`src/rtl/flex_cnt_pkg.sv`:
```
// ---------------------------------------------------------------------------
// flex_cnt_pkg
// Shared types and helpers for the flex_counter_ud family.
//   cnt_mode_t : terminal behaviour selector (wrap-to-1, wrap-to-0, saturate)
//   base_of()  : lower terminal value (0 or 1) for a given mode/rollover_val
// ---------------------------------------------------------------------------
package flex_cnt_pkg;

   typedef enum logic [1:0] {
      MODE_WRAP1 = 2'b00,
      MODE_WRAP0 = 2'b01,
      MODE_SAT   = 2'b10,
      MODE_RSVD  = 2'b11
   } cnt_mode_t;

   // Lower terminal is 1 only for the legacy wrap-to-1 behaviour (the reserved
   // encoding aliases it). With rollover_val==0 a base of 1 would sit above
   // the upper terminal, so the base drops to 0 there.
   function automatic logic base_of(input cnt_mode_t mode,
                                    input logic [31:0] rollover_val);
      return ((mode == MODE_WRAP1) || (mode == MODE_RSVD)) &&
             (rollover_val != 32'd0);
   endfunction

endpackage

```
`src/rtl/flex_cnt_step.sv`:
```
// ---------------------------------------------------------------------------
// flex_cnt_step
// Purely combinational one-step calculation for an up/down flex counter.
// Ports:
//   i_count          current count
//   i_count_up       1 = increment, 0 = decrement
//   i_mode           cnt_mode_t encoding of terminal behaviour
//   i_rollover_val   upper terminal value
//   o_next_count     count after one enabled step
//   o_terminal_event 1 when this step hits/crosses the terminal
//   o_terminal_val   terminal for the current direction (flag compare value)
// ---------------------------------------------------------------------------
module flex_cnt_step
   import flex_cnt_pkg::*;
#(
   parameter int NUM_CNT_BITS = 4
) (
   input  logic [NUM_CNT_BITS-1:0] i_count,
   input  logic                    i_count_up,
   input  logic [1:0]              i_mode,
   input  logic [NUM_CNT_BITS-1:0] i_rollover_val,
   output logic [NUM_CNT_BITS-1:0] o_next_count,
   output logic                    o_terminal_event,
   output logic [NUM_CNT_BITS-1:0] o_terminal_val
);

   localparam logic [NUM_CNT_BITS-1:0] ONE = NUM_CNT_BITS'(1);

   cnt_mode_t                 w_mode;
   logic                      w_sat;
   logic [NUM_CNT_BITS-1:0]   w_base;

   assign w_mode = cnt_mode_t'(i_mode);
   assign w_sat  = (w_mode == MODE_SAT);
   assign w_base = base_of(w_mode, 32'(i_rollover_val)) ? ONE : '0;

   // NOTE: every output of this always_comb gets a default first so no path
   // leaves one unassigned; that is what keeps it free of inferred latches.
   always_comb begin
      o_next_count     = i_count;
      o_terminal_event = 1'b0;
      o_terminal_val   = i_count_up ? i_rollover_val : w_base;
      if (i_count_up) begin
         // >= rather than == so a count loaded above rollover_val still wraps
         // instead of running on to the all-ones overflow.
         if (i_count >= i_rollover_val) begin
            o_terminal_event = 1'b1;
            o_next_count     = w_sat ? i_count : w_base;
         end else begin
            o_next_count = i_count + ONE;
         end
      end else begin
         if (i_count <= w_base) begin
            o_terminal_event = 1'b1;
            o_next_count     = w_sat ? i_count : i_rollover_val;
         end else begin
            o_next_count = i_count - ONE;
         end
      end
   end

endmodule

```
`src/rtl/flex_counter_ud.sv`:
```
// ---------------------------------------------------------------------------
// flex_counter_ud
// Parametrised up/down counter with synchronous clear/load and selectable
// terminal behaviour (wrap-to-1, wrap-to-0, saturate). All outputs registered.
// Ports:
//   clk, n_rst          clock (rising edge), async active-low reset
//   clear               synchronous clear, highest priority
//   load, load_val      synchronous parallel load
//   count_enable        advance one step
//   count_up            1 = up, 0 = down
//   mode                cnt_mode_t terminal behaviour
//   rollover_val        upper terminal value
//   count_out           current count
//   rollover_flag       count_out equals terminal for current direction
//   wrap_pulse          one-cycle strobe after each enabled terminal event
// ---------------------------------------------------------------------------
module flex_counter_ud
   import flex_cnt_pkg::*;
#(
   parameter int NUM_CNT_BITS = 4
) (
   input  logic                    clk,
   input  logic                    n_rst,
   input  logic                    clear,
   input  logic                    load,
   input  logic [NUM_CNT_BITS-1:0] load_val,
   input  logic                    count_enable,
   input  logic                    count_up,
   input  logic [1:0]              mode,
   input  logic [NUM_CNT_BITS-1:0] rollover_val,
   output logic [NUM_CNT_BITS-1:0] count_out,
   output logic                    rollover_flag,
   output logic                    wrap_pulse
);

   logic [NUM_CNT_BITS-1:0] r_count;
   logic                    r_flag;
   logic                    r_pulse;

   logic [NUM_CNT_BITS-1:0] w_step_count;
   logic                    w_term_event;
   logic [NUM_CNT_BITS-1:0] w_term_val;

   logic [NUM_CNT_BITS-1:0] w_count_d;
   logic                    w_flag_d;
   logic                    w_pulse_d;

   flex_cnt_step #(
      .NUM_CNT_BITS (NUM_CNT_BITS)
   ) u_step (
      .i_count          (r_count),
      .i_count_up       (count_up),
      .i_mode           (mode),
      .i_rollover_val   (rollover_val),
      .o_next_count     (w_step_count),
      .o_terminal_event (w_term_event),
      .o_terminal_val   (w_term_val)
   );

   // Priority clear > load > enable > hold. The flag is computed from the
   // value about to be registered so it lines up with count_out exactly.
   always_comb begin
      w_count_d = r_count;
      w_flag_d  = (r_count == w_term_val);
      w_pulse_d = 1'b0;
      if (clear) begin
         w_count_d = '0;
         w_flag_d  = 1'b0;
      end else if (load) begin
         w_count_d = load_val;
         w_flag_d  = (load_val == w_term_val);
      end else if (count_enable) begin
         w_count_d = w_step_count;
         w_flag_d  = (w_step_count == w_term_val);
         w_pulse_d = w_term_event;
      end
   end

   // NOTE: sequential state uses non-blocking assignments so every register
   // samples its pre-edge inputs regardless of statement order.
   always_ff @(posedge clk or negedge n_rst) begin
      if (!n_rst) begin
         r_count <= '0;
         r_flag  <= 1'b0;
         r_pulse <= 1'b0;
      end else begin
         r_count <= w_count_d;
         r_flag  <= w_flag_d;
         r_pulse <= w_pulse_d;
      end
   end

   assign count_out     = r_count;
   assign rollover_flag = r_flag;
   assign wrap_pulse    = r_pulse;

endmodule

```
`config.mk`:
```
export PLATFORM = sky130hd
export DESIGN_NAME = flex_counter_ud
export DESIGN_NICKNAME = d
export VERILOG_FILES = /design/src/rtl/flex_cnt_pkg.sv /design/src/rtl/flex_cnt_step.sv /design/src/rtl/flex_counter_ud.sv
export SDC_FILE = /design/constraint.sdc
export NUM_CORES = 1
export LEC_CHECK = 0
export ABC_CLOCK_PERIOD_IN_PS = 3900
export CORE_ASPECT_RATIO = 1.5
export CORE_MARGIN = 2
export CORE_UTILIZATION = 30
export CTS_BUF_LIST = sky130_fd_sc_hd__clkbuf_8
export DETAILED_ROUTE_END_ITERATION = 16
export GPL_TIMING_DRIVEN = 0
export SYNTH_ARGS = -nofsm -noshare
export SYNTH_HDL_FRONTEND = slang
export SYNTH_SLANG_ARGS = --single-unit
```
`constraint.sdc`:
```
create_clock -name clk -period 3.9 [get_ports clk]
set_input_delay 0.78 -clock clk [delete_from_list [all_inputs] [get_ports clk]]
set_output_delay 0.78 -clock clk [all_outputs]
set_load 0.01 [all_outputs]
```
# After elaboration in Yosys (flattened, before gate mapping)
# Index checks and enable logic that the tools add are counted.
# W data, S select, Z words.
[totals]
regBits = 6
[classes]
reduce_logical = 5
eq_ne = 5
n_addsub = 2
magnitude_cmp = 2
n_mux = 19
[op_table]
columns = ["operator", "n"]
rows = [
  ["$mux W4", 9],
  ["$eq A4 B4 Y1", 3],
  ["$mux W1", 10],
  ["$add A4 B1 Y4 const B", 1],
  ["$eq A2 B2 Y1 const B", 2],
  ["$ge A4 B4 Y1", 1],
  ["$le A4 B4 Y1", 1],
  ["$reduce_bool A4 Y1", 1],
  ["$sub A4 B1 Y4 const B", 1],
  ["$reduce_bool A3 Y1", 1],
  ["$logic_not A2 Y1", 1],
  ["$logic_and A1 B1 Y1", 1],
  ["$logic_or A1 B1 Y1", 1],
]

# Logic depth before layout (Yosys ltp)
[logic_depth]
depth_word = 11
mapped_depth = 13

# Modules after synthesis
# Synthesis repeated with hierarchy kept, for this count alone.
[hier_totals]
hier_cells = 102
hier_area_um2 = 870.8
[modules_own_cells]
columns = ["mod", "cells_each", "instances", "area_each_um2", "seq_area_each_um2"]
rows = [
  ["flex_cnt_step", 72, 1, 509.2, 0.0],
  ["flex_counter_ud", 30, 1, 361.6, 150.1],
]

# Worst setup path after synthesis
# Ideal clock, no wire load.
[synth_timing]
path_type = "input port to flip-flop"
from = "in rollover_val[1]"
to = "reg r_flag (netlist: rollover_flag)"
path_buffers = 0
slack_ns = 0.611
arrival_ns = 3.207
stages = 11
setup_ns = 0.082
path_cell_list = "o41ai_2 -> inv_1 -> ha_1 -> nor2_1 -> nor2_4 -> a21oi_2 -> o31ai_2 -> a221o_2 -> xnor2_1 -> or4_1 -> a22oi_2"
[synth_via]
elab_chain_len = 10
[synth_rtl]
columns = ["item", "line_no", "source"]
rows = [
  ["start, declared", "flex_counter_ud.sv:30", "input logic [NUM_CNT_BITS-1:0] rollover_val,"],
  ["$reduce_bool A4 Y1", "flex_cnt_pkg.sv:22", "(rollover_val != 32'd0);"],
  ["$logic_and A1 B1 Y1", "flex_cnt_pkg.sv:21", "return ((mode == MODE_WRAP1) || (mode == MODE_RSVD)) &&"],
  ["$mux W1", "flex_cnt_step.sv:35", "assign w_base = base_of(w_mode, 32'(i_rollover_val)) ? ONE : '0;"],
  ["$le A4 B4 Y1 / $mux W4 (equally long branches)", "flex_cnt_step.sv:53, flex_cnt_step.sv:48", ""],
  ["$mux W4, on equally long branches", "flex_cnt_step.sv:53, flex_cnt_step.sv:46", ""],
  ["$mux W4", "flex_cnt_step.sv:43", "if (i_count_up) begin"],
  ["$eq A4 B4 Y1", "flex_counter_ud.sv:74", "w_flag_d = (w_step_count == w_term_val);"],
  ["$mux W1", "flex_counter_ud.sv:72", "end else if (count_enable) begin"],
  ["$mux W1 (*)", "flex_counter_ud.sv:69", "end else if (load) begin"],
  ["$mux W1 (*)", "flex_counter_ud.sv:66", "if (clear) begin"],
  ["net w_flag_d", "flex_counter_ud.sv:45", "logic w_flag_d;"],
  ["end signal, assigned", "flex_counter_ud.sv:88", "r_flag <= w_flag_d;"],
  ["end, declared", "flex_counter_ud.sv:37", "logic r_flag;"],
]
# Mark *: on every way through the listed nets, which the timed path passes. The rest lies on a longest branch.
# A chain may end at the register's enable or synchronous reset.

# Final worst setup path
# Same ends and word-level chain as after synthesis.

==> impl_metrics.tcl <==
set metrics [dict create \
    drt-initial-drc-count 13 \
    io_pins 22 \
    fin_skew_ns 0.000915 \
    fp.dieArea_um2 3390 \
    worstReg2RegStart "count_out[0]" \
    max_slew.worst_pin.slew_ns 0.450 \
    rows 24 \
    vdd_drop_max_mv 0.132 \
    use_met3 0.0207 \
    clk_latency_ns 0.22 \
    grtUsageMet1 0.184 \
    p_comb_frac 0.493 \
    synth_area_um2 878 \
    synthCells 110 \
    synthArstFlopShare 1.00 \
    r2r_end "rollover_flag" \
    synthFlopType "dfrtp_1" \
    p_leak_uw 0.000471 \
    setup.worst_path.start_class "input port" \
    period_share 0.947 \
    worst_ep_required_time_ns 4.04 \
    synthToLayoutAreaGrowth_pct 37.2 \
    hp-class "in2async" \
    htree_levels 1 \
    grt.overflow.total 0 \
    drive_gt1_frac 0.133 \
    swShare 0.352 \
    synthAdderAreaFrac 0.114 \
    post-synth-top-area-cell "dfrtp_1" \
    setup_viol 0 \
    fin_tns_setup_ns 0 \
    fillers 315 \
    drc 0 \
    ys_seq_elements 6 \
    portBuffers 21 \
    vias_per_cell 5.23 \
    clockRootBuffer "clkbuf_8" \
    synth.mux.area_fraction 0.0470 \
    dpl.cell_count 170 \
    cpPeakStageDelay_ns 0.52 \
    antenna_found_initial 0 \
    hold_viol 0 \
    die_x_um 48.2 \
    fin_nets 161 \
    detail-route-antenna-nets 0 \
    synth_top_family_by_area "compound AO/OA/AOI/OAI gates" \
    wl_um 2480 \
    fmax_mhz 271 \
    hpwl_um 2010 \
    wl_per_cell_um 14.2 \
    grt_busiest_layer "met2" \
    crit_path_end_kind "register" \
    intPower_uw 210 \
    r2r_setup_slack_ns 0.82 \
    numCtsBuffers 3 \
    crit_slowest_cell "clkdlybuf4s50_1" \
    ys_top_cells_by_area "dfrtp_1 (17%), ha_1 (11%), nor2_1 (4.3%)" \
    power.switching_uw 114 \
    core_area_um2 2850 \
    crit_family "compound AO/OA/AOI/OAI gates" \
    reg2reg_depth 10 \
    yosysMostFrequentCell "nor2_1" \
    finalWeightedCongestion 0.862 \
    cts.sinks 6 \
    ys_seq_area_frac 0.171 \
    synth_edf_count 0 \
    cap_viol_max_count 0 \
    cts_buffer_depth 2 \
    synthTopCellsByCount "nor2_1 (10), inv_1 (9), ha_1 (8), nand2_1 (8), o21ai_0 (7)" \
    cts_tree "yes" \
    start_util 0.308 \
    power_frac_clock 0.276 \
    cp_max_fo 7 \
    p_per_area_nw_per_um2 270 \
    path_buf_inv 2 \
    status "completed" \
    path_cells "clkdlybuf4s50_1, o41ai_4, inv_1, ha_1, nor2_4, a2111oi_1, o31ai_2, a221o_2, xnor2_1, or4_1, a22oi_2" \
    yosys.area_share.simple 0.286 \
    synth_compound_area_frac 0.302 \
    track_usage 0.160 \
    clk_pin_slew_worst_paths_ns 0.03 \
    yosys_warnings 0 \
    n_antenna_cell 0 \
    stdcell_count 174 \
    synth-xor-area-share 0.0199 \
    relSlewSlack 0.700 \
    ys_types 45 \
    globalRouteMet2Util 0.266 \
    seq_power_share 0.231 \
    grt_pass1_vias 909 \
    post-route-min-period_ns 3.69 \
    syn-num-nets 134 \
    critical_path_class "in2reg" \
    drtPass1Iterations 4 \
    synth_top_area_share 0.171 \
    grt_pass1_wl_um 4020 \
    die_y_um 70.3 \
    syn_avg_cell_area_um2 7.98 \
    final-max-slew-violation-count 0 \
    grt_max_degree 11 \
    critical_path_arrival_ns 3.83 \
    vias 910 \
    rsz0062_at_grt "false" \
]
[cell usage in the layout (no fill, tap or decap), drive strengths merged, types with 2 or more instances in the layout]
master         instances
clkdlybuf4s50         21
mux2i                  3
or2                    2
ha                     8
a211oi                 2
nor2                  11
clkbuf                 5
and2                   2
a21oi                  5
buf                    2
nand3                  2
o21ai                  9
nor2b                  3
or3                    3
dfrtp                  6
nand2b                 4
nor3                   3
o31ai                  4
a2111oi                2
inv                    9
nand2                  8
xnor2                  2
nor4                   4
[per-stage QoR]
| stage | power, uW | setup WS [ns] | utilization | instance area [um^2] | hold WS, ns |
|---|---|---|---|---|---|
| global route | 345 | 0.0317 | 0.422 | 1200 | 0.825 |
| global placement | 225 | -0.292 | 0.399 | 1140 | 0.950 |
| finish | 325 | 0.207 | 0.422 | 1200 | 0.791 |
| floorplan | 174 | 0.611 | - | 878 | 0.484 |
| CTS | 323 | 0.0259 | 0.418 | 1190 | 0.795 |
| detailed placement | 228 | -0.411 | 0.399 | 1140 | 0.949 |
[worst reg2reg max path: stages (launching register included)]
cell and delay, ns:
dfrtp_1 0.46, inv_1 0.27, ha_1 0.28, nand2b_1 0.19, a2111oi_4 0.45, nor2_1 0.21
nand3_1 0.12, a311oi_1 0.11, a211oi_2 0.33, mux2_2 0.40, a22oi_2 0.18
[area by class of cell]
type,instances,area [um^2],share of cell area
inverters,9,33.8,0.0280
multi-input cells,92,694,0.576
clock buffers,3,41.3,0.0343
flip-flops and latches,6,150,0.125
plain buffers,3,18.8,0.0156
well taps,39,48.8,0.0405
repair buffers,22,218,0.181
[worst max-delay path by stage]
stage                         start       endpoint  slack, ns  cells after the start
floorplan           rollover_val[1]  rollover_flag       0.61                     11
global placement    rollover_val[0]  rollover_flag      -0.29                     11
detailed placement  rollover_val[0]  rollover_flag      -0.41                     11
CTS                 rollover_val[0]  rollover_flag       0.03                     11
global route        rollover_val[1]  rollover_flag       0.03                     11
finish              rollover_val[1]  rollover_flag       0.21                     11
[registers in the layout (all words and copies together) (netlist names)]
register and count:
wrap_pulse 1, count_out 4, rollover_flag 1
[metal layers]
| metal | routed length, um | vias to the layer above |
|---|---|---|
| li1 | - | 464 |
| met2 | 1270 | 24 |
| met3 | 67 | 8 |
| met1 | 1040 | 414 |
| met5 | 0 | - |
| met4 | 104 | 0 |
[cell families (layout without fill, tap and decap cells)]
group | count (synthesis) | after routing
simple gates | 46 | 46
mux | 4 | 4
xor+xnor | 2 | 2
compound gates | 32 | 32
flops | 6 | 6
fa+ha+maj | 8 | 8
buf+inv | 12 | 37
[timing repair]
action | in CTS | in global routing
gates resized for setup | 2 | 1
pin swaps | 0 | 2
hold endpoints to repair | 0 | 0
setup endpoints to repair | 1 | 1
hold buffers | 0 | 0
gates cloned | 0 | 0
setup buffers | 0 | 1
[power groups by stage]
stage / Clock [uW] / Combinational, uW / Sequential [uW]
2_1_floorplan: 0 / 99.1 / 75.0
3_3_place_gp: 0 / 149 / 75.7
3_5_place_dp: 0 / 152 / 75.8
4_1_cts: 91.1 / 157 / 75.1
5_1_grt: 93.8 / 175 / 75.9
6_report: 89.7 / 160 / 75.0
No activity file was read; power rests on OpenSTA's default activity.
